**src/rtl/tx_sched_pkg.sv**
```systemverilog
// tx_sched_pkg: shared types and UART timing constants for the transmit word scheduler.
package tx_sched_pkg;
    typedef enum logic [1:0] {IDLE, SEND, GAP} sched_state_t;
    localparam int UART_CLKS_PER_BIT  = 434;
    localparam int UART_BITS_PER_BYTE = 10;
    localparam int WORD_GAP_DEFAULT   = 8800;
endpackage

```
**src/rtl/tx_word_scheduler_rr_pick.sv**
```systemverilog
// rr_pick: combinational round-robin selector; the search starts just after the last winner.
module rr_pick #(
    parameter int N = 4,
    parameter int W = $clog2(N)
) (
    input  logic [N-1:0] req_i,
    input  logic [W-1:0] last_i,
    input  logic         en_i,
    output logic [N-1:0] grant_o,
    output logic [W-1:0] idx_o,
    output logic         any_o
);
    always_comb begin
        idx_o = '0;
        // Scan farthest-first so the nearest valid requester after last_i overwrites the rest.
        for (int k = N; k >= 1; k--) begin
            if (req_i[(int'(last_i) + k) % N]) idx_o = W'((int'(last_i) + k) % N);
        end
        any_o   = en_i & |req_i;
        grant_o = any_o ? N'(1) << idx_o : '0;
    end
endmodule

```
**src/rtl/tx_word_scheduler.sv**
```systemverilog
// tx_word_scheduler: round-robin sharing of the 16-bit transceiver transmit path,
// pacing words with a fixed hold-off because the transceiver reports no busy status.
module tx_word_scheduler
    import tx_sched_pkg::*;
#(
    parameter int N_REQ      = 4,
    parameter int GAP_CYCLES = WORD_GAP_DEFAULT,
    parameter int CNT_W      = $clog2(GAP_CYCLES + 1)
) (
    input  logic                     clk,
    input  logic                     rstb,
    input  logic                     en,
    input  logic [N_REQ-1:0]         req_valid,
    input  logic [16*N_REQ-1:0]      req_data,
    output logic [N_REQ-1:0]         req_ready,
    output logic [15:0]              data_send,
    output logic                     data_send_valid,
    output logic [$clog2(N_REQ)-1:0] grant_id,
    output logic                     busy,
    output logic [15:0]              sent_count
);
    localparam int IW = $clog2(N_REQ);

    sched_state_t   state_q, state_d;
    logic [CNT_W-1:0] cnt_q, cnt_d;
    logic [IW-1:0]  last_q, last_d, grant_q, grant_d, win;
    logic [15:0]    data_q, data_d, count_q, count_d;
    logic           valid_q, valid_d, any;
    logic [N_REQ-1:0] pick;

    rr_pick #(.N(N_REQ), .W(IW)) u_pick (
        .req_i   (req_valid),
        .last_i  (last_q),
        .en_i    (en),
        .grant_o (pick),
        .idx_o   (win),
        .any_o   (any)
    );

    always_ff @(posedge clk or negedge rstb) begin
        if (!rstb) begin
            state_q <= IDLE;
            cnt_q   <= '0;
            last_q  <= IW'(N_REQ - 1);
            grant_q <= '0;
            data_q  <= '0;
            valid_q <= 1'b0;
            count_q <= '0;
        end else begin
            state_q <= state_d;
            cnt_q   <= cnt_d;
            last_q  <= last_d;
            grant_q <= grant_d;
            data_q  <= data_d;
            valid_q <= valid_d;
            count_q <= count_d;
        end
    end

    always_comb begin
        state_d = state_q;
        cnt_d   = cnt_q;
        last_d  = last_q;
        grant_d = grant_q;
        data_d  = data_q;
        valid_d = 1'b0;
        count_d = count_q;
        case (state_q)
            IDLE: if (any) begin
                data_d  = req_data[16*int'(win) +: 16];
                valid_d = 1'b1;
                grant_d = win;
                last_d  = win;
                count_d = count_q + 16'd1;
                state_d = SEND;
            end
            SEND: begin
                cnt_d   = CNT_W'(GAP_CYCLES);
                state_d = GAP;
            end
            GAP: begin
                if (cnt_q == CNT_W'(1)) state_d = IDLE;
                else cnt_d = cnt_q - CNT_W'(1);
            end
            default: state_d = IDLE;
        endcase
    end

    assign req_ready       = (state_q == IDLE) ? pick : '0;
    assign data_send       = data_q;
    assign data_send_valid = valid_q;
    assign grant_id        = grant_q;
    assign busy            = state_q != IDLE;
    assign sent_count      = count_q;
endmodule

```
**config.mk**
```make
export PLATFORM = sky130hd
export DESIGN_NAME = tx_word_scheduler
export DESIGN_NICKNAME = d
export VERILOG_FILES = /design/src/rtl/tx_sched_pkg.sv /design/src/rtl/tx_word_scheduler_rr_pick.sv /design/src/rtl/tx_word_scheduler.sv
export SDC_FILE = /design/constraint.sdc
export NUM_CORES = 1
export LEC_CHECK = 0
export ABC_AREA = 1
export ABC_CLOCK_PERIOD_IN_PS = 3800
export BUFFER_PORTS_ARGS = -buffer_cell sky130_fd_sc_hd__buf_2
export CAP_MARGIN = 20
export CORE_ASPECT_RATIO = 0.5
export CORE_MARGIN = 4
export CORE_UTILIZATION = 55
export CTS_CLUSTER_DIAMETER = 40
export DETAILED_ROUTE_END_ITERATION = 7
export GPL_TIMING_DRIVEN = 0
export PLACE_DENSITY = 0.89
export SYNTH_ARGS = -nofsm -noshare
export SYNTH_HDL_FRONTEND = slang
export SYNTH_SLANG_ARGS = --single-unit
```
**constraint.sdc**
```tcl
create_clock -name clk -period 3.8 [get_ports clk]
set_input_delay 0.19 -clock clk [delete_from_list [all_inputs] [get_ports clk]]
set_output_delay 0.19 -clock clk [all_outputs]
set_load 0.05 [all_outputs]
```
==> flow_summary.ini, run 1 <==
[outcome]
status = complete, no violations

[layout]
num-nets-final = 646
seqCellArea_sq_um = 1329
areaGrowthSynthToFinish_pct = 25.32
final_cell_count_no_fill = 646
diodes = 0
drive_above_1_share = 0.2635
multi_input_area_sq_um = 1613
final_cell_area_sq_um = 4180
fin_util = 0.7357
fill_cells = 431

[power]
ir_drop_mv = 0.6724
internal-power_mw = 1.845
leakagePower_nw = 2.367
p_comb_frac = 0.629
cellPowerDensity_nw_per_um2 = 938.9
p_sw_mw = 2.080
swShare = 0.5299
clock_power_share = 0.133
p_seq_frac = 0.238

[worst_setup_path]
cp_num_buf_inv = 5
cp.required_ps = 3610
cp-end-kind = output port
worst-path-max-fanout = 10
ff2ff_setup_slack_ps = 1650
ff2ff_path_depth = 13
critPathKind = register to output port
cp_top_family = simple AND/OR/NAND/NOR gates
slowest_stage = dfstp_2
cp_slowest_stage_delay_ps = 530
cp_data_arrival_time_ps = 2510
r2r_start = last_q[0]
setup.worst_path.start_class = register
crit_path_cell_trace = buf_6, inv_6, nand2_1, nand2_1, nand2_1, nand2_1, nand2_2, nand3_2, nand2_4, buf_6, buf_8, nand2_4, nor2_2, buf_2
timing.rr.end = data_send[1]
worst_path_most_repeated_cell = nand2_1

[drt]
vias = 3294
routed_via_density = 5.099
routed_wl_mm = 8.384
first_pass_iters = 7
ant_nets = 0
drt_iter0_drc = 342
drc = 0
wire_per_inst_microns = 12.98

[synth]
synthCells = 453
synthArstFlopShare = 1.000
synthesis.nets = 527
synth_ff_type = dfrtp_1
yosys-top-cells-area = dfrtp_1 (38%), nand2_1 (15%), nand3_1 (8.3%)
synth_top_area_share = 0.3826
synth_most_common_cell = nand2_1
synth_area_leader_cell = dfrtp_1
yosysSeqAreaShare = 0.3983
synth_edf_count = 0
synth.distinct_cells = 35
synth_warnings = 0
synth_area_sq_um = 3336
yosys-top-cells-count = nand2_1 (131), inv_1 (72), nand3_1 (55)
ys_ff_latch = 53
postSynthAreaPerCell_sq_um = 7.364

[worst_hold_path]
min-delay-start = en
hold_path_class = primary input to register
whs_endpoint = state_q[0]
hold_depth = 3

[sta]
fin_crit_sh = 0.7114
hold_violations = 0
rsz0062_at_grt = false
finClkSkew_ps = 10.15
tightest_slew_ps = 531.0
period_needed_ps = 2703
slew_viol_final = 0
relSlewSlack = 0.6447
setup_viol = 0
worst_slack_ps = 1097
clock.fmax_mhz = 369.9
tns_ps = 0

[place]
portBuffers = 110
dp_hpwl_mm = 6.411
gp_congestion = 0.8930
pre_cts_ws_ps = 1459
placed_cells = 637
dpl-instance-area_sq_um = 3998

[floorplanning]
initial_core_util = 0.5871
core-area_sq_um = 5682
fp.dieArea_sq_um = 7451
die_x_microns = 118.1
rows = 19
io_pins = 111
die_h_microns = 63.07

[clock_tree]
post_cts_buffers = 0
htree_num_levels = 2
cts_sinks = 53
cts_resized = 0
numCtsBuffers = 5
clkTransAtPathRegs_ps = 60
clock_path_buffers = 2
clk_latency_ps = 290
cts.hold.buffers_added = 1
tritoncts = yes
cts-root-buf = clkbuf_16

[grt]
grt_pass1_wl_mm = 14.39
antenna_found_initial = 0
grt_overflow = 0
grt_start_max_net_pins = 34
grt_pass1_vias = 3251
grt_use_total = 0.2309

[job]
maxCapViolations = 0
[worst max path at each step]
stage	start	to	slack [ps]	cells after the start
after floorplan	last_q[0]	req_ready[0]	1050	13
after global placement	last_q[0]	req_ready[3]	1490	14
after detailed placement	last_q[0]	req_ready[3]	1460	14
after CTS	last_q[0]	req_ready[3]	1100	14
after global routing	last_q[0]	req_ready[1]	930	14
final	last_q[0]	req_ready[3]	1100	14
[flip-flops by register name, summed over array words and instances (netlist names)]
name             flops
sent_count          16
cnt_q               14
last_q               2
data_send_valid      1
data_send           16
state_q              2
grant_id             2
[per-stage QoR]
step	hold slack (ps)	power, mW
3_5_place_dp	174.1	3.380
6_report	139.5	3.925
2_1_floorplan	-105.6	2.815
5_1_grt	156.8	4.222
3_3_place_gp	436.6	3.323
4_1_cts	136.8	3.923
[cell families after synthesis]
logic type,share of synthesized area
buffers and inverters,0.1182
and+or+nand+nor,0.3391
xor gates and xnor gates,0.05777
AOI/OAI and AO/OA,0.07539
DFF,0.3983
adders and majority gates,0.01125
[layout make-up]
class	instances	share of cell area
Multi-Input combinational cell	311	0.3858
Sequential cell	53	0.3179
Timing Repair Buffer	112	0.1389
Inverter	75	0.06854
Clock buffer	7	0.03412
Buffer	14	0.02574
Tap cell	73	0.02185
Clock inverter	1	0.007183
[layout by cell type (no fill, tap or decap), types with 4 or more instances in the layout]
cell and instances:
xor2_1 15, clkbuf_1 5, nor3_1 8, dfrtp_1 51, o211ai_2 7, nand3_1 55
buf_2 112, o21ai_0 17, nand4_1 7, inv_1 72, buf_6 4, nand2_1 131
or2_1 10, clkbuf_16 5, nor2_1 22, o211ai_1 5, xnor2_1 7
[routing by layer]
metal,share of wire,track usage,up-vias
met3,0.053,0.03753,31
li1,-,-,1661
met2,0.47,0.3909,121
met4,0.028,0.08029,0
met1,0.45,0.3037,1481
met5,0,0,-
[worst register-to-register path, stage by stage (launching register included)]
cell      delay, ps
dfstp_2         530
buf_6           130
inv_6            60
nand2_1          60
nand2_1          70
nand2_1         110
nand2_1         100
nand2_2          90
nand3_2         190
nand2_4         170
buf_4           190
nand2_1          80
o211ai_1        110
nand3_1         120
[power groups by stage]
stage	combinational [mW]	clock, mW	sequential (mW)
after floorplan	1.44	0	1.38
after global placement	2.39	0	0.932
after detailed placement	2.45	0	0.935
after CTS	2.47	0.527	0.930
after global routing	2.71	0.553	0.962
final	2.47	0.522	0.934
(Power assumes the default switching activity.)
==> inputs of run 2 (changes only) <==
Settings changed: ABC_CLOCK_PERIOD_IN_PS 3800 to 2250, CORE_UTILIZATION 55 to 46, PLACE_DENSITY 0.89 to 0.8.
Clock period 3.8 ns to 2.25 ns, I/O delays scaled along.
==> flow_summary.ini, run 2 (synthesis gave the netlist of run 1 again) <==
[outcome]
status = complete, no violations

[worst_setup_path]
cp.depth = 13
ff2ff_path_depth = 15
critPathKind = register to output port
cp_data_arrival_time_ps = 2060
cp.required_ps = 2140
cp-end-kind = output port
worst-path-max-fanout = 8
cp_slowest_stage_delay_ps = 520
cp_top_family = simple AND/OR/NAND/NOR gates
slowest_stage = dfstp_2
setup.worst_path.start_class = register
cp_num_buf_inv = 4
crit_path_cell_trace = buf_6, nand2_1, o21ai_2, nand2_1, nand2_1, inv_2, nand2_2, nand2_4, nand2_4, buf_12, nand2_4, nor2_2, buf_6

[grt]
antenna_found_initial = 1
grt_use_total = 0.2053
grt_overflow = 0
grt_pass1_vias = 3149
grt_start_max_net_pins = 29
grt_pass1_wl_mm = 14.44

[power]
ir_drop_mv = 0.6936
leakagePower_nw = 2.397
finalPower_mw = 6.802
cellPowerDensity_nw_per_um2 = 1581

[place]
dp_hpwl_mm = 6.472
gp_congestion = 0.9257
portBuffers = 110
dpl-instance-area_sq_um = 4031
pre_cts_ws_ps = -24.53

[layout]
final_common_cell = nand2_1
final_cell_area_sq_um = 4303
diodes = 0
areaGrowthSynthToFinish_pct = 28.99
fin_util = 0.6274
drive_above_1_share = 0.2917
num-nets-final = 649
fill_cells = 604
mostFrequentLayoutCells = nand2_1 (125), buf_2 (108), inv_1 (72)

[clock_tree]
numCtsBuffers = 5
cts-root-buf = clkbuf_16
clkTransAtPathRegs_ps = 70
htree_num_levels = 2
cts_sinks = 53
clock_path_buffers = 2
clk_latency_ps = 290
tritoncts = yes

[drt]
drt_iter0_drc = 234
first_pass_iters = 4
ant_nets = 0
routed_wl_mm = 8.795
wire_per_inst_microns = 13.17
drc = 0
vias = 3300
routed_via_density = 4.940

[job]
maxCapViolations = 0

[sta]
period_needed_ps = 2175
fin_crit_sh = 0.9667
clock.fmax_mhz = 459.8
setup_viol = 0
relSlewSlack = 0.5810
tightest_slew_ps = 628.4
slew_viol_final = 0
worst_slack_ps = 74.92
hold_violations = 0
finClkSkew_ps = 5.932

[floorplanning]
initial_core_util = 0.4864
fp.dieArea_sq_um = 8761
core-area_sq_um = 6858
io_pins = 111
die_x_microns = 128.4
rows = 21
die_h_microns = 68.22

[worst_hold_path]
hold_depth = 3
hold_path_class = primary input to register
-- run 2: report_power, final --
group	switching, mW	internal, mW	total (mW)
clock	0.343	0.443	0.786
sequential	0.253	1.32	1.57
combinational	3.06	1.38	4.45
total	3.66	3.14	6.80
-- run 2: metal layers --
layer	GRT usage	wire (microns)	vias up
met4	0.05291	150	2
met2	0.3601	4406	89
met3	0.05066	455	17
li1	-	-	1667
met5	0	13	-
met1	0.2581	3768	1525
-- run 2: layout make-up --
cell class              instances  area, sq um  share of cell area
plain buffers                  13        102.6             0.02384
clock buffers                   6        138.9             0.03228
clock inverters                 2        13.76            0.003199
inverters                      75        289.0             0.06717
multi-input cells             311         1679              0.3902
flip-flops and latches         53         1329              0.3088
well taps                      92        115.1             0.02675
repair buffers                116        635.6              0.1477
-- run 2: timing repair --
action | in CTS | in global routing
endpoints found under the setup margin | 4 | 4
hold buffers | 1 | 0
resized for setup | 11 | 15
pin swaps | 3 | 2
hold endpoints to repair | 23 | 0
buffers inserted | 2 | 2
-- run 2: metrics by stage --
stage               hold WS (ps)  setup TNS [ps]  std cells
finish                     76.36               0        668
CTS                        53.35               0        666
global route               73.73          -173.7        668
detailed placement         162.7          -46.92        656
global placement           362.8          -5.996        655
floorplan                 -183.1               0        453
-- run 2: worst min-delay path, cell delays in order --
cell	delay (ps)
buf_2	80
o211ai_2	80
nand3_1	60
-- run 2: worst paths after layout --
kind / start / end / slack (ps)
hold reg to reg: data_send[9] / data_send[9] / 480
hold / removal: req_data[40] / data_send[8] / 80
setup / recovery: last_q[0] / req_ready[1] / 70
max in group asynchronous: rstb / cnt_q[11] / 1310
min in group asynchronous: rstb / data_send[7] / 380
setup reg to reg: last_q[0] / data_send[3] / 100
==> inputs of run 3 (changes only) <==
Settings changed: ABC_AREA 1 to unset, CORE_UTILIZATION 46 to 45.
==> flow_summary.ini, run 3 <==
[outcome]
status = complete, no violations

[sta]
setup_viol = 0
worst_slack_ps = 68.58
finClkSkew_ps = 5.089
fin_crit_sh = 0.9695
relSlewSlack = 0.5936
clock.fmax_mhz = 458.4
tns_ps = 0
hold_violations = 0
tightest_slew_ps = 605.6
fin_hold_ws_ps = 125.7
slew_viol_final = 0
period_needed_ps = 2181

[place]
pre_cts_ws_ps = 6.348
dp_hpwl_mm = 5.768
gp_congestion = 0.7927
portBuffers = 110

[grt]
grt_start_max_net_pins = 42
grt_pass1_wl_mm = 13.09
antenna_found_initial = 0
grt_pass1_vias = 2754
grt_use_total = 0.2002
grt_overflow = 0

[clock_tree]
htree_num_levels = 2
numCtsBuffers = 5
clk_latency_ps = 300
tritoncts = yes
clkTransAtPathRegs_ps = 70
cts-root-buf = clkbuf_16
cts_sinks = 53
clock_path_buffers = 2

[worst_setup_path]
cp.required_ps = 2140
cp-end-kind = output port
r2r_start = cnt_q[1]
cp_data_arrival_time_ps = 2070
startpoint = last_q[1]
timing.rr.end = cnt_q[7]
worst_path_most_repeated_cell = buf_6
critPathKind = register to output port
endpoint = req_ready[1]
cp_top_family = flip-flops
worst-path-max-fanout = 10
ff2ff_path_depth = 7
slowest_stage = dfstp_2
cp_slowest_stage_delay_ps = 510
crit_path_cell_trace = buf_2, o21ai_0, or2_2, a21oi_4, buf_6, and2_1, buf_6
setup.worst_path.start_class = register
ff2ff_setup_slack_ps = 270
cp_num_buf_inv = 3
cp.depth = 7

[job]
maxCapViolations = 0

[drt]
first_pass_iters = 4
vias = 2778
drc = 0
ant_nets = 0
wire_per_inst_microns = 15.27
routed_wl_mm = 7.863
routed_via_density = 5.394
drt_iter0_drc = 156

[layout]
fin_util = 0.6283
mostFrequentLayoutCells = buf_2 (111), dfrtp_1 (49), nand2_1 (39)
num-nets-final = 500
diodes = 0
final_common_cell = buf_2
areaGrowthSynthToFinish_pct = 30.33
drive_above_1_share = 0.3841

[synth]
synth_ff_type = dfrtp_1
synth_warnings = 0
synth_area_sq_um = 3028
postSynthAreaPerCell_sq_um = 9.863
synthArstFlopShare = 1.000
synth_area_leader_cell = dfrtp_1
ys_ff_latch = 53
synth_top_area_share = 0.4215
synthesis.nets = 381
yosys-top-cells-area = dfrtp_1 (42%), mux2i_1 (6.6%), nand2_1 (5.0%)
yosys-top-cells-count = dfrtp_1 (51), nand2_1 (40), nand4_1 (23)
synth_edf_count = 0
synth.distinct_cells = 45
yosysSeqAreaShare = 0.4388
synthCells = 307
synth_most_common_cell = dfrtp_1

[floorplanning]
io_pins = 111
fp.dieArea_sq_um = 8185
die_h_microns = 66.01
rows = 20
initial_core_util = 0.4821
core-area_sq_um = 6281
die_x_microns = 124.0

[power]
cellPowerDensity_nw_per_um2 = 1206
ir_drop_mv = 0.5625
leakagePower_nw = 1.878
finalPower_mw = 4.760

[worst_hold_path]
hold_path_class = primary input to register
-- run 3: cell count changes in the layout (fill, tap and decap cells not counted), moves of 7 or more --
cell      previous run  this run
o21ai_0             17         7
a21bo_2              0        14
nand3_1             53        12
mux2i_1              0        20
nand4_1              7        23
or2_1               10         0
o31ai_1              2        17
o211ai_2             7         0
nand2_1            125        39
xor2_1              15         3
nand2_2              8         1
nor2_1              21        12
inv_1               72         6
o211ai_1             5        17
-- run 3: worst min-delay path by stage --
stage | startpoint | endpoint | slack [ps] | cells past startpoint
floorplan | rstb | cnt_q[0] | -180 | 0
global placement | rstb | data_send[0] | 410 | 1
detailed placement | rstb | data_send[0] | 30 | 1
CTS | req_data[55] | data_send[7] | 130 | 3
global route | req_data[46] | data_send[14] | 140 | 3
finish | req_data[48] | data_send[0] | 130 | 3
-- run 3: power breakdown --
group / internal, mW / switching (mW) / total [mW]
Clock: 0.419 / 0.369 / 0.788
Sequential: 1.26 / 0.255 / 1.52
Combinational: 0.772 / 1.68 / 2.46
Total: 2.45 / 2.31 / 4.76
-- run 3: layout make-up --
type | instances | area [sq um]
fillers | 555 | 2335
multi-input cells | 230 | 1638
flip-flops and latches | 53 | 1331
repair buffers | 113 | 601.8
clock buffers | 5 | 125.1
well taps | 88 | 110.1
plain buffers | 16 | 86.33
inverters | 7 | 28.78
clock inverters | 3 | 25.02
-- run 3: stage by stage --
stage	cells	instance area, sq um
2_1_floorplan	307	3028
3_3_place_gp	505	3689
3_5_place_dp	506	3709
4_1_cts	515	3901
5_1_grt	515	3946
6_report	515	3946
-- run 3: kinds of logic (layout without fill, tap and decap cells) --
kind of cell               count (synthesis)  after routing  share of synthesized area
and+or+nand+nor                          118            118                     0.2099
AOI/OAI and AO/OA                         73             73                     0.1930
DFF                                       53             53                     0.4388
buffers and inverters                     24            144                    0.03347
muxes                                     20             20                    0.06612
xor gates and xnor gates                  16             16                    0.04628
adders and majority gates                  3              3                    0.01240
-- run 3: what timing repair did --
item,in CTS,in global routing
resized for setup,9,14
hold endpoints to repair,12,0
hold buffers,1,0
setup buffers,1,0
pin swaps,1,1
setup endpoints to repair,4,5
-- run 3: worst reg2reg max path: stages (launching register included) --
cell and delay [ps]:
dfrtp_1 380, inv_1 90, ha_1 170, nor4b_2 180
a41oi_2 330, nand4_1 290, nor4_2 240, mux2i_1 210
-- run 3: metal layers --
metal  vias to the layer above  part of all wire  global-route usage
li1                       1378                 -                   -
met1                      1321              0.45              0.2660
met2                        67              0.49              0.3295
met3                        12             0.045             0.03846
met4                         0             0.014             0.06821
met5                         -                 0                   0
